File: src/rtl/reorder_buffer.sv
// In-order retirement queue: allocates nonzero RobIds, captures CDB results, retires one entry per cycle.
// Latency: CDB write at edge N is retireable at edge N+1; commit_*/jump_* are registered pulses.
// Backpressure: rob_full blocks issue (issue while full is dropped); rdy=0 freezes all state and outputs.
module reorder_buffer #(
  parameter int ROB_LOG = 4
) (
  input  logic               clk,
  input  logic               rst,
  input  logic               rdy,
  input  logic               issue_valid,
  input  logic [1:0]         issue_type,
  input  logic [4:0]         issue_rd,
  input  logic               issue_pred_jump,
  output logic [ROB_LOG-1:0] issue_RobId,
  output logic               rob_full,
  input  logic               cdb_valid,
  input  logic [ROB_LOG-1:0] cdb_RobId,
  input  logic [31:0]        cdb_value,
  input  logic               cdb_jump,
  input  logic [31:0]        cdb_target,
  input  logic [ROB_LOG-1:0] query_j_id,
  input  logic [ROB_LOG-1:0] query_k_id,
  output logic               query_j_ready,
  output logic               query_k_ready,
  output logic [31:0]        query_j_value,
  output logic [31:0]        query_k_value,
  output logic               commit_valid,
  output logic [4:0]         commit_dest,
  output logic [31:0]        commit_value,
  output logic [ROB_LOG-1:0] commit_RobId,
  output logic               store_commit_valid,
  output logic [ROB_LOG-1:0] store_commit_RobId,
  output logic               jump_flag,
  output logic [31:0]        jump_pc
);

  localparam int DEPTH    = 2**ROB_LOG;
  localparam int ROB_SIZE = DEPTH - 1;
  localparam logic [ROB_LOG-1:0] ID_ONE  = ROB_LOG'(1);
  localparam logic [ROB_LOG-1:0] ID_LAST = ROB_LOG'(ROB_SIZE);
  localparam logic [1:0] TYPE_BRANCH = 2'd1;
  localparam logic [1:0] TYPE_STORE  = 2'd2;

  // Pointers and occupancy; slot 0 exists but is never allocated, so busy[0] stays 0.
  logic [ROB_LOG-1:0] head, tail, count;
  logic [DEPTH-1:0]   busy, done;

  // Per-entry payload, written only on allocation / CDB capture.
  logic [1:0]  e_type   [DEPTH];
  logic [4:0]  e_rd     [DEPTH];
  logic        e_pred   [DEPTH];
  logic [31:0] e_value  [DEPTH];
  logic        e_jump   [DEPTH];
  logic [31:0] e_target [DEPTH];

  logic issue_fire, cdb_fire, retire_fire, head_is_store, mispredict;

  function automatic logic [ROB_LOG-1:0] next_id(input logic [ROB_LOG-1:0] id);
    return (id == ID_LAST) ? ID_ONE : id + ID_ONE;
  endfunction

  assign issue_RobId = tail;
  assign rob_full    = (count == ID_LAST);

  // While jump_flag is up the rest of the machine is flushing, so its issue/CDB traffic is stale.
  assign issue_fire    = issue_valid && !rob_full && !jump_flag;
  assign cdb_fire      = cdb_valid && busy[cdb_RobId] && !jump_flag;
  assign retire_fire   = (count != '0) && done[head];
  assign head_is_store = (e_type[head] == TYPE_STORE);
  assign mispredict    = retire_fire && (e_type[head] == TYPE_BRANCH) &&
                         (e_jump[head] != e_pred[head]);

  // Operand lookup with same-cycle CDB bypass.
  assign query_j_ready = (cdb_fire && cdb_RobId == query_j_id) ||
                         (busy[query_j_id] && done[query_j_id]);
  assign query_k_ready = (cdb_fire && cdb_RobId == query_k_id) ||
                         (busy[query_k_id] && done[query_k_id]);
  assign query_j_value = (cdb_fire && cdb_RobId == query_j_id) ? cdb_value : e_value[query_j_id];
  assign query_k_value = (cdb_fire && cdb_RobId == query_k_id) ? cdb_value : e_value[query_k_id];

  // Control state: allocation, completion, retirement, mispredict flush and the registered pulses.
  always_ff @(posedge clk or posedge rst) begin
    if (rst) begin
      head               <= ID_ONE;
      tail               <= ID_ONE;
      count              <= '0;
      busy               <= '0;
      done               <= '0;
      commit_valid       <= 1'b0;
      commit_dest        <= '0;
      commit_value       <= '0;
      commit_RobId       <= '0;
      store_commit_valid <= 1'b0;
      store_commit_RobId <= '0;
      jump_flag          <= 1'b0;
      jump_pc            <= '0;
    end else if (rdy) begin
      commit_valid       <= 1'b0;
      store_commit_valid <= 1'b0;
      jump_flag          <= 1'b0;

      if (cdb_fire) done[cdb_RobId] <= 1'b1;

      // Issue and retire never touch the same slot: that needs count 0 (no retire) or full (no issue).
      if (issue_fire) begin
        busy[tail] <= 1'b1;
        done[tail] <= 1'b0;
        tail       <= next_id(tail);
      end

      // Retire clears the slot after any same-edge CDB write to it, so the late result is discarded.
      if (retire_fire) begin
        busy[head] <= 1'b0;
        done[head] <= 1'b0;
        head       <= next_id(head);
        if (head_is_store) begin
          store_commit_valid <= 1'b1;
          store_commit_RobId <= head;
        end else begin
          commit_valid <= 1'b1;
          commit_dest  <= e_rd[head];
          commit_value <= e_value[head];
          commit_RobId <= head;
        end
        if (mispredict) begin
          jump_flag <= 1'b1;
          jump_pc   <= e_target[head];
        end
      end

      if (issue_fire && !retire_fire)      count <= count + ID_ONE;
      else if (!issue_fire && retire_fire) count <= count - ID_ONE;

      // Mispredict flush wins over everything above.
      if (mispredict) begin
        head  <= ID_ONE;
        tail  <= ID_ONE;
        count <= '0;
        busy  <= '0;
        done  <= '0;
      end
    end
  end

  // Entry payload capture; validity is tracked by busy/done so no reset is needed here.
  always_ff @(posedge clk) begin
    if (rdy && issue_fire) begin
      e_type[tail] <= issue_type;
      e_rd[tail]   <= issue_rd;
      e_pred[tail] <= issue_pred_jump;
    end
    if (rdy && cdb_fire) begin
      e_value[cdb_RobId]  <= cdb_value;
      e_jump[cdb_RobId]   <= cdb_jump;
      e_target[cdb_RobId] <= cdb_target;
    end
  end

endmodule

File: config.mk
export PLATFORM = sky130hd
export DESIGN_NAME = reorder_buffer
export DESIGN_NICKNAME = d
export VERILOG_FILES = /design/src/rtl/reorder_buffer.sv
export SDC_FILE = /design/constraint.sdc
export NUM_CORES = 2
export LEC_CHECK = 0
export ABC_CLOCK_PERIOD_IN_PS = 8500
export CAP_MARGIN = 40
export CORE_MARGIN = 8
export CORE_UTILIZATION = 60
export CTS_CLUSTER_SIZE = 16
export DETAILED_ROUTE_END_ITERATION = 7
export PLACE_DENSITY = 0.89
export SYNTH_ARGS = -nofsm -noshare
export SYNTH_HDL_FRONTEND = slang
export SYNTH_SLANG_ARGS = --single-unit
File: constraint.sdc
create_clock -name clk -period 8.5 [get_ports clk]
set_input_delay 1.7 -clock clk [delete_from_list [all_inputs] [get_ports clk]]
set_output_delay 1.7 -clock clk [all_outputs]
set_load 0.01 [all_outputs]
==> flow_summary.yaml <==
synthesis:
  synth_area_leader_cell: "edfxtp_1"
  synth_top_area_share_pct: 60.1
  avgSynthCellArea_um2: 22.1
  synth_flop_cell: "edfxtp_1"
  yosysMostFrequentCell: "edfxtp_1"
  syn-cell-area_um2: 58300
  ys_types: 53
  synth_seq_area_share_pct: 65.4
  synthesis.nets: 2746
  synth-async-reset-ratio_pct: 9.60
  ys_seq_elements: 1292
  netlist_top_cells_area: "edfxtp_1, mux4_2, dfrtp_1"
  synth_edf_count: 1168
  yosys_warnings: 0
  syn_inst: 2645
  synth_commonest_cells: "edfxtp_1, mux4_2, dfrtp_1, mux2_2, clkbuf_1"
route:
  drc_errors: 0
  wl_per_cell_um: 37.9
  vias: 32400
  ant_nets: 0
  via_per_inst: 7.52
  totalWireLength_um: 163000
  first_pass_iters: 7
  drtIter0Drc: 5104
setup_path:
  cp.required_ns: 6.80
  cp.arrival_ns: 5.66
  crit_path_end_kind: "primary output"
  reg2reg_slack_ns: 3.98
  crit_path_start_kind: "input pin"
  critPathKind: "in2out"
  critPathMaxFanout: 21
clocking:
  htree_levels: 4
  path_clk_slew_ns: 0.06
  root_buffer: "clkbuf_16"
  hold_buffers: 0
  cts_tree: "built"
  postCtsSetupBuffers: 0
  cts_inserted_buffers: 134
  clock_latency_ns: 0.73
  cts_resized: 0
  cts_buffer_depth: 3
  clkSinkCount: 1292
die:
  dieArea_um2: 107000
  die_y_um: 328
  core.rowCount: 114
  core_um2: 96600
  num_io_pins: 241
  die_w_um: 328
  initial_utilization_pct: 60.4
sta:
  post-route-period-util_pct: 86.6
  skew_ns: 0.0321
  rsz0062_at_grt: "false"
  tns_ns: 0
  relSlewSlack_pct: 25.3
  setup_ws_ns: 1.14
  setup_violations: 0
  max_clock_freq_mhz: 136
  hold_viol: 0
  finalCriticalPeriod_ns: 7.36
  maxSlewViolCount: 0
  worst_pin_slew_ns: 1.12
layout:
  regArea_um2: 38200
  n_fill_cell: 5448
  multi_input_area_um2: 19300
  layout-drive-gt1-share_pct: 38.1
  finalNetCount: 3007
  area_growth_pct: 15.0
  utilization_pct: 69.5
placed_design:
  gp_congestion: 0.912
  dp_worst_setup_slack_ns: 1.16
  numPortBuffers: 240
  post-dp-hpwl_um: 88900
power:
  p_per_area_nw_per_um2: 278
  peakVddDrop_mv: 0.334
  p_leak_nw: 21.6
status:
  status: "finished, final reports clean"
min_path:
  hp-class: "reg2reg"
grt:
  grt_max_degree: 128
  antenna_found_initial: 16
  overflow: 0
  grt_pass1_vias: 34500
  grt_first_pass_wirelength_um: 238000
  grt_usage_pct: 30.4
flow_run:
  max_cap_viol_count: 0
==> registers in the layout (all words and copies together) (netlist names), 5 cells and up <==
| register | flops |
|---|---|
| e_jump | 16 |
| e_value | 512 |
| e_pred | 16 |
| e_type | 32 |
| busy | 16 |
| e_target | 512 |
| commit_value | 32 |
| done | 16 |
| commit_dest | 5 |
| e_rd | 80 |
| jump_pc | 32 |
==> power by group <==
group | total, mW | switching [mW] | leakage [nW] | internal, mW
Sequential | 7.72 | 0.446 | 12.1 | 7.27
Clock | 5.81 | 2.45 | 2.11 | 3.35
Combinational | 5.13 | 2.41 | 7.45 | 2.72
Total | 18.6 | 5.31 | 21.6 | 13.3
==> area by class of cell <==
cell class	instances	share of cell area, %
tap	1276	2.38
antenna	15	0.0560
timing repair buffer	318	5.24
clock buffer	183	5.53
clock inverter	62	0.923
inverter	15	0.0914
multi-input combinational	1145	28.8
sequential	1292	56.9
==> worst paths after layout <==
kind | start | end | cells after the start
worst min register to register | store_commit_valid | store_commit_valid | 1
worst max register to register | head[0] | jump_pc[17] | 8
worst min-delay path | store_commit_valid | store_commit_valid | 1
min in group asynchronous | rst | jump_pc[8] | 2
max in group asynchronous | rst | head[0] | 5
worst max-delay path | cdb_RobId[0] | query_k_value[15] | 7
==> routing by layer <==
| layer | track usage, % | up-vias | share of wire (%) |
|---|---|---|---|
| li1 | - | 12100 | - |
| met1 | 38.3 | 16800 | 32 |
| met2 | 49.3 | 2814 | 50 |
| met3 | 8.16 | 667 | 13 |
| met4 | 15.0 | 2 | 5.5 |
| met5 | 0 | - | 0.0080 |
==> placed cells by master, fill, tap and decap left out, types with 13 or more instances in the layout <==
cell type        synthesis  layout
clkinv_2                 0      20
nand2_1                 61      61
diode_2                  0      15
nor2_4                   0      16
mux2_2                 107     107
mux2_4                  29      29
mux4_2                 696     696
buf_4                   12      40
nand3_1                 16      14
edfxtp_1              1168    1168
a21oi_1                 16      16
clkdlybuf4s50_1          0     231
clkbuf_16                0     138
dfrtp_1                122     119
clkinv_1                 1      17
buf_12                   0      23
o21ai_0                 13      13
nor2_1                  59      43
clkbuf_1                84      36
inv_1                   14      13
==> cell families after synthesis <==
logic type	after synthesis	synth area share [%]
compound gates	101	1.21
xor+xnor	11	0.165
fa+ha+maj	11	0.249
buf+inv	208	1.64
flops	1292	65.4
mux	845	29.9
simple gates	177	1.38
==> metrics by stage <==
step	total power, mW	hold slack, ns	area (um^2)	cells
global placement	12.5	0.475	62200	4018
floorplan	11.1	0.480	58300	2645
global route	19.2	0.517	67000	4296
detailed placement	12.8	0.480	62700	4046
finish	18.6	0.502	67100	4306
CTS	18.7	0.498	67000	4291
==> worst max-delay path, stage by stage <==
cell,delay [ns]
clkdlybuf4s50_1,0.93
mux4_2,0.61
mux4_2,0.57
nand3_2,0.43
buf_4,0.48
mux2_2,0.39
clkdlybuf4s50_1,0.49
Note: power is estimated with default switching activity, not from simulation.
==> RTL edit 1 (config.mk and constraints unchanged) <==
The parameter `ROB_LOG` goes from 4 to 3.
--- a/src/rtl/reorder_buffer.sv
+++ b/src/rtl/reorder_buffer.sv
@@ -2,7 +2,7 @@
 // Latency: CDB write at edge N is retireable at edge N+1; commit_*/jump_* are registered pulses.
 // Backpressure: rob_full blocks issue (issue while full is dropped); rdy=0 freezes all state and outputs.
 module reorder_buffer #(
-  parameter int ROB_LOG = 4
+  parameter int ROB_LOG = 3
 ) (
   input  logic               clk,
   input  logic               rst,
Interface: changed (6 resized); port bits go from 241 to 235. The function was not compared with the original's and may differ.
==> RTL edit 1 against the unedited design <==
Combinational power down 49%; area after synthesis is 48% lower; die area is 46% lower; synthesized cell count fell by 34%; worst hold slack lost 0.013 ns; total power decreased by 48%; wire length fell by 50%; sequential cell count is 605 lower; cell area decreased by 47%; worst setup slack improved by 0.080 ns; critical path type unchanged; critical endpoint is now query_k_value[7].
==> RTL edit 1: results (changes against the unedited design) <==
| Metric | Value |
|---|---|
| Outcome | complete, no violations |
| Initial DRC count | 2362 (-54%) |
| Top cells by count, synth | edfxtp_1, mux2_2, a22oi_1, mux4_2, dfrtp_1 |
| Net Sw Frac | 30.0% (+1.5 points) |
| Vias post-DR | 19.1k (-41%) |
| HPWL Detailed | 47400 µm (-47%) |
| Part of the power in registers | 42.5% (+1.1 points) |
| Clock-pin slew on the worst setup and hold paths | 0.06 ns (about the same) |
| Pleak | 11.9 nW (-45%) |
| Comb. pwr | 0.00260 W (-49%) |
| H-tree Lvls | 3 (-1) |
| Max_slew headroom | 37.2% (+12 points) |
| GRT Overall Usage | 28.3% (-2.1 points) |
| Num CTS Buffers | 67 (-50%) |
| Fraction of synthesized area in multiplexers | 17.8% (-12 points) |
| Pin count of the biggest net entering global routing | 54 (-58%) |
| Global-route wire length before repair | 122000 µm (-49%) |
| Port Buffer Count | 234 (-2.5%) |
| Synth top area cells | edfxtp_1, mux4_2, dfrtp_1 |
| Crit path max fanout | 30 (+43%) |
| Synth cell types | 68 (+28%) |
| Total wire length | 82400 µm (-50%) |
| Biggest regs | e_target (256), e_value (256), e_rd (40) |
| Area after DPL | 0.0334 mm² (-47%) |
| Setup Skew | 0.0154 ns (-0.0167 ns) |
| Fraction of layout cells with a size suffix above 1 | 26.2% (-12 points) |
| VDD IR-drop max | 0.206 mV (-38%) |
| Synth Area in Compound Gates | 9.07% (+7.9 points) |
| Xor and xnor area share after synthesis | 0.233% (+0.068 points) |
| Seq/Total Area, Yosys | 66.8% (+1.4 points) |
| Vias in the first global route | 20.0k (-42%) |
| Post-Synth Adder-Cell Area | 0.233% (-0.016 points) |
| Total iterations of the first detailed-routing run | 6 (-1) |
-- RTL edit 1: cell type report --
cell class / instances / area [µm²]
Antenna cell: 3 / 7.51
Clock buffer: 91 / 1880
Clock inverter: 33 / 360
Fill cell: 2947 / 14200
Inverter: 17 / 66.3
Multi-Input combinational cell: 902 / 9470
Sequential cell: 687 / 20100
Tap cell: 672 / 841
Timing Repair Buffer: 287 / 2880
-- RTL edit 1: path summary, 6_finish.rpt --
kind	start	to	slack (ns)	cells after the start
worst max-delay path	cdb_RobId[1]	query_k_value[7]	1.22	9
worst min-delay path	commit_RobId[2]	commit_RobId[2]	0.49	1
worst max register to register	head[0]	commit_value[5]	4.77	7
worst min register to register	commit_RobId[2]	commit_RobId[2]	0.49	1
max in group asynchronous	rst	head[0]	5.72	4
min in group asynchronous	rst	commit_value[28]	1.61	2
-- RTL edit 1: metrics by stage --
step                util (%)  power (W)  setup slack, ns  std cells
floorplan                  -    0.00563            0.937       1735
global placement        66.4    0.00662             1.42       2550
detailed placement      66.9    0.00675             1.26       2565
CTS                     71.4    0.00975             1.26       2689
global route            71.4     0.0101             1.06       2691
finish                  71.4    0.00975             1.22       2692
-- RTL edit 1: routing by layer --
metal | global-route usage, % | routed length (µm)
met1 | 35.3 | 29100
met2 | 47.1 | 40600
met3 | 5.96 | 9280
met4 | 13.8 | 3450
met5 | 0 | 27
-- RTL edit 1: cell families after synthesis --
group	after synthesis
and+or+nand+nor	199
AOI/OAI and AO/OA	347
muxes	343
buffers and inverters	146
DFF	687
xor gates and xnor gates	8
adders and majority gates	5
-- RTL edit 1: worst max-delay path, stage by stage --
cell,delay (ns)
clkdlybuf4s50_1,0.90
and3b_2,0.30
a31oi_1,0.07
mux2_2,0.33
a211o_1,0.38
nor4_4,0.42
buf_4,0.48
mux2_2,0.45
clkdlybuf4s50_1,0.50
==> RTL edit 2 (same flow settings) <==
Made on the original files. Put one more register stage on the output `jump_flag`. The value now appears one clock later. The other outputs are not delayed to match.
--- a/src/rtl/reorder_buffer.sv
+++ b/src/rtl/reorder_buffer.sv
@@ -41,6 +41,8 @@
   localparam logic [1:0] TYPE_BRANCH = 2'd1;
   localparam logic [1:0] TYPE_STORE  = 2'd2;
 
+  logic jump_flag_s0;
+
   // Pointers and occupancy; slot 0 exists but is never allocated, so busy[0] stays 0.
   logic [ROB_LOG-1:0] head, tail, count;
   logic [DEPTH-1:0]   busy, done;
@@ -63,8 +65,8 @@
   assign rob_full    = (count == ID_LAST);
 
   // While jump_flag is up the rest of the machine is flushing, so its issue/CDB traffic is stale.
-  assign issue_fire    = issue_valid && !rob_full && !jump_flag;
-  assign cdb_fire      = cdb_valid && busy[cdb_RobId] && !jump_flag;
+  assign issue_fire    = issue_valid && !rob_full && !jump_flag_s0;
+  assign cdb_fire      = cdb_valid && busy[cdb_RobId] && !jump_flag_s0;
   assign retire_fire   = (count != '0) && done[head];
   assign head_is_store = (e_type[head] == TYPE_STORE);
   assign mispredict    = retire_fire && (e_type[head] == TYPE_BRANCH) &&
@@ -92,12 +94,12 @@
       commit_RobId       <= '0;
       store_commit_valid <= 1'b0;
       store_commit_RobId <= '0;
-      jump_flag          <= 1'b0;
+      jump_flag_s0       <= 1'b0;
       jump_pc            <= '0;
     end else if (rdy) begin
       commit_valid       <= 1'b0;
       store_commit_valid <= 1'b0;
-      jump_flag          <= 1'b0;
+      jump_flag_s0       <= 1'b0;
 
       if (cdb_fire) done[cdb_RobId] <= 1'b1;
 
@@ -123,7 +125,7 @@
           commit_RobId <= head;
         end
         if (mispredict) begin
-          jump_flag <= 1'b1;
+          jump_flag_s0 <= 1'b1;
           jump_pc   <= e_target[head];
         end
       end
@@ -156,5 +158,9 @@
     end
   end
 
+  always_ff @(posedge clk) begin
+    jump_flag <= jump_flag_s0;
+  end
+
 endmodule
 
Formal check against the unedited RTL: not equivalent (a bounded check fails within 4 cycles, from zero or initial values and one cycle with rst high).
==> RTL edit 2 against the unedited design <==
Cell area increased by 0.42%; the run now ends with slew limit left; combinational power increased by 2%; wire length increased by 2.2%; area after synthesis about the same; count of clock-buffer cells in the layout decreased by 7; die area about the same; worst setup slack improved by 0.39 ns; critical path depth unchanged; sequential share of layout area decreased by 0.21 points; sequential cell count increased by 1; total power increased by 2.0%.
==> RTL edit 2: results (changes against the unedited design) <==
| Metric | Value |
|---|---|
| GRT Overall Usage | 31.1% (+0.65 points) |
| Seq/Total Area, Yosys | 65.5% (about the same) |
| Fraction of layout cells with a size suffix above 1 | 38.6% (+0.41 points) |
| HPWL Detailed | 90000 µm (+1.3%) |
| Net Count, Synth | 2747 (+0.036%) |
| Vias post-DR | 32.5k (+0.33%) |
| Final Max Slew Viols | 71 (+71) |
| Synth cell types | 54 (+1.9%) |
| Post-Synth Adder-Cell Area | 0.249% (about the same) |
| Global-route wire length before repair | 243000 µm (+2.2%) |
| Share of synthesized flip-flops with an asynchronous set or reset | 9.59% (about the same) |
| Final #Nets | 3016 (+0.30%) |
| Pleak | 21.8 nW (+0.66%) |
| Setup Skew | 0.0288 ns (-0.00329 ns) |
| Xor and xnor area share after synthesis | 0.165% (about the same) |
| Total iterations of the first detailed-routing run | 6 (-1) |
| Max_slew headroom | -2.23% (-28 points) |
| Wire per inst | 38.7 µm (+2.1%) |
| Pin count of the biggest net entering global routing | 194 (+52%) |
| Failing checks | slew limit |
| Outcome | complete, but fails checks |
| VDD IR-drop max | 0.273 mV (-18%) |
| Crit path arrival time | 5.26 ns (-0.40 ns) |
| Synth top area cells | edfxtp_1, mux4_2, dfrtp_1 |
| Vias in the first global route | 34.6k (+0.26%) |
| Crit path max fanout | 17 (-19%) |
| Switching power | 0.00545 W (+2.7%) |
| Initial antenna violation count | 19 (+3) |
RTL edit 2: changes by cell type in the layout (fill, tap and decap cells not counted), sizes merged:
cell / delta
clkinvlp: +4
clkinv: -4
buf: +8
diode: -4
inv: +3
dfxtp: +1
clkbuf: -7
bufinv: +7
RTL edit 2: final timing paths:
kind,endpoint,slack [ns],cells past startpoint,start
max in group asynchronous,issue_RobId[0],5.89,5,rst
setup reg to reg,commit_value[0],3.93,9,head[1]
setup / recovery,query_j_value[28],1.54,7,cdb_RobId[0]
hold reg to reg,commit_value[30],0.49,1,commit_value[30]
hold / removal,commit_value[30],0.49,1,commit_value[30]
min in group asynchronous,jump_pc[10],1.36,2,rst
RTL edit 2: final cells by class:
| type | instances | area (µm²) |
|---|---|---|
| Clock inverter | 72 | 926 |
| Timing Repair Buffer | 326 | 3560 |
| Antenna cell | 11 | 27.5 |
| Tap cell | 1276 | 1600 |
| Sequential cell | 1293 | 38200 |
| Multi-Input combinational cell | 1145 | 19300 |
| Clock buffer | 176 | 3630 |
| Fill cell | 5285 | 29200 |
| Inverter | 15 | 61.3 |
RTL edit 2: power by group through the flow:
stage               logic (W)  registers [W]  clock network, W
floorplan             0.00349        0.00764                 0
global route          0.00547        0.00770           0.00637
finish                0.00524        0.00767           0.00612
detailed placement    0.00510        0.00778                 0
CTS                   0.00522        0.00766           0.00615
global placement      0.00473        0.00785                 0
RTL edit 2: through the flow:
stage / instances / setup WS [ns] / instance area, µm² / power, W / hold slack, ns
after CTS: 4302 / 1.54 / 67300 / 0.0190 / 0.502
after floorplan: 2646 / 2.36 / 58400 / 0.0111 / 0.389
after global routing: 4309 / 1.45 / 67300 / 0.0195 / 0.524
after global placement: 4020 / 1.12 / 62200 / 0.0126 / 0.469
final: 4314 / 1.54 / 67400 / 0.0190 / 0.492
after detailed placement: 4054 / 1.58 / 62800 / 0.0129 / 0.489
RTL edit 2: worst reg2reg max path, stage by stage, from the launching register on:
cell and delay [ns]:
dfrtp_4 0.50, buf_16 0.33, buf_12 0.60, mux4_2 0.77, a22oi_1 0.24, nand2_1 0.15
or2_2 0.33, nand2_2 0.37, buf_4 0.66, mux2_2 0.48
RTL edit 2: layer usage:
layer	wire, µm	vias up	track usage (%)
met5	234	-	0.815
met4	7950	20	13.7
met3	21300	604	8.65
met2	82800	2874	50.4
met1	54700	16883	39.5
li1	-	12117	-
RTL edit 2: cell families after synthesis:
| family | after synthesis |
|---|---|
| compound gates | 101 |
| xor+xnor | 11 |
| fa+ha+maj | 11 |
| buf+inv | 208 |
| flops | 1293 |
| mux | 845 |
| simple gates | 177 |
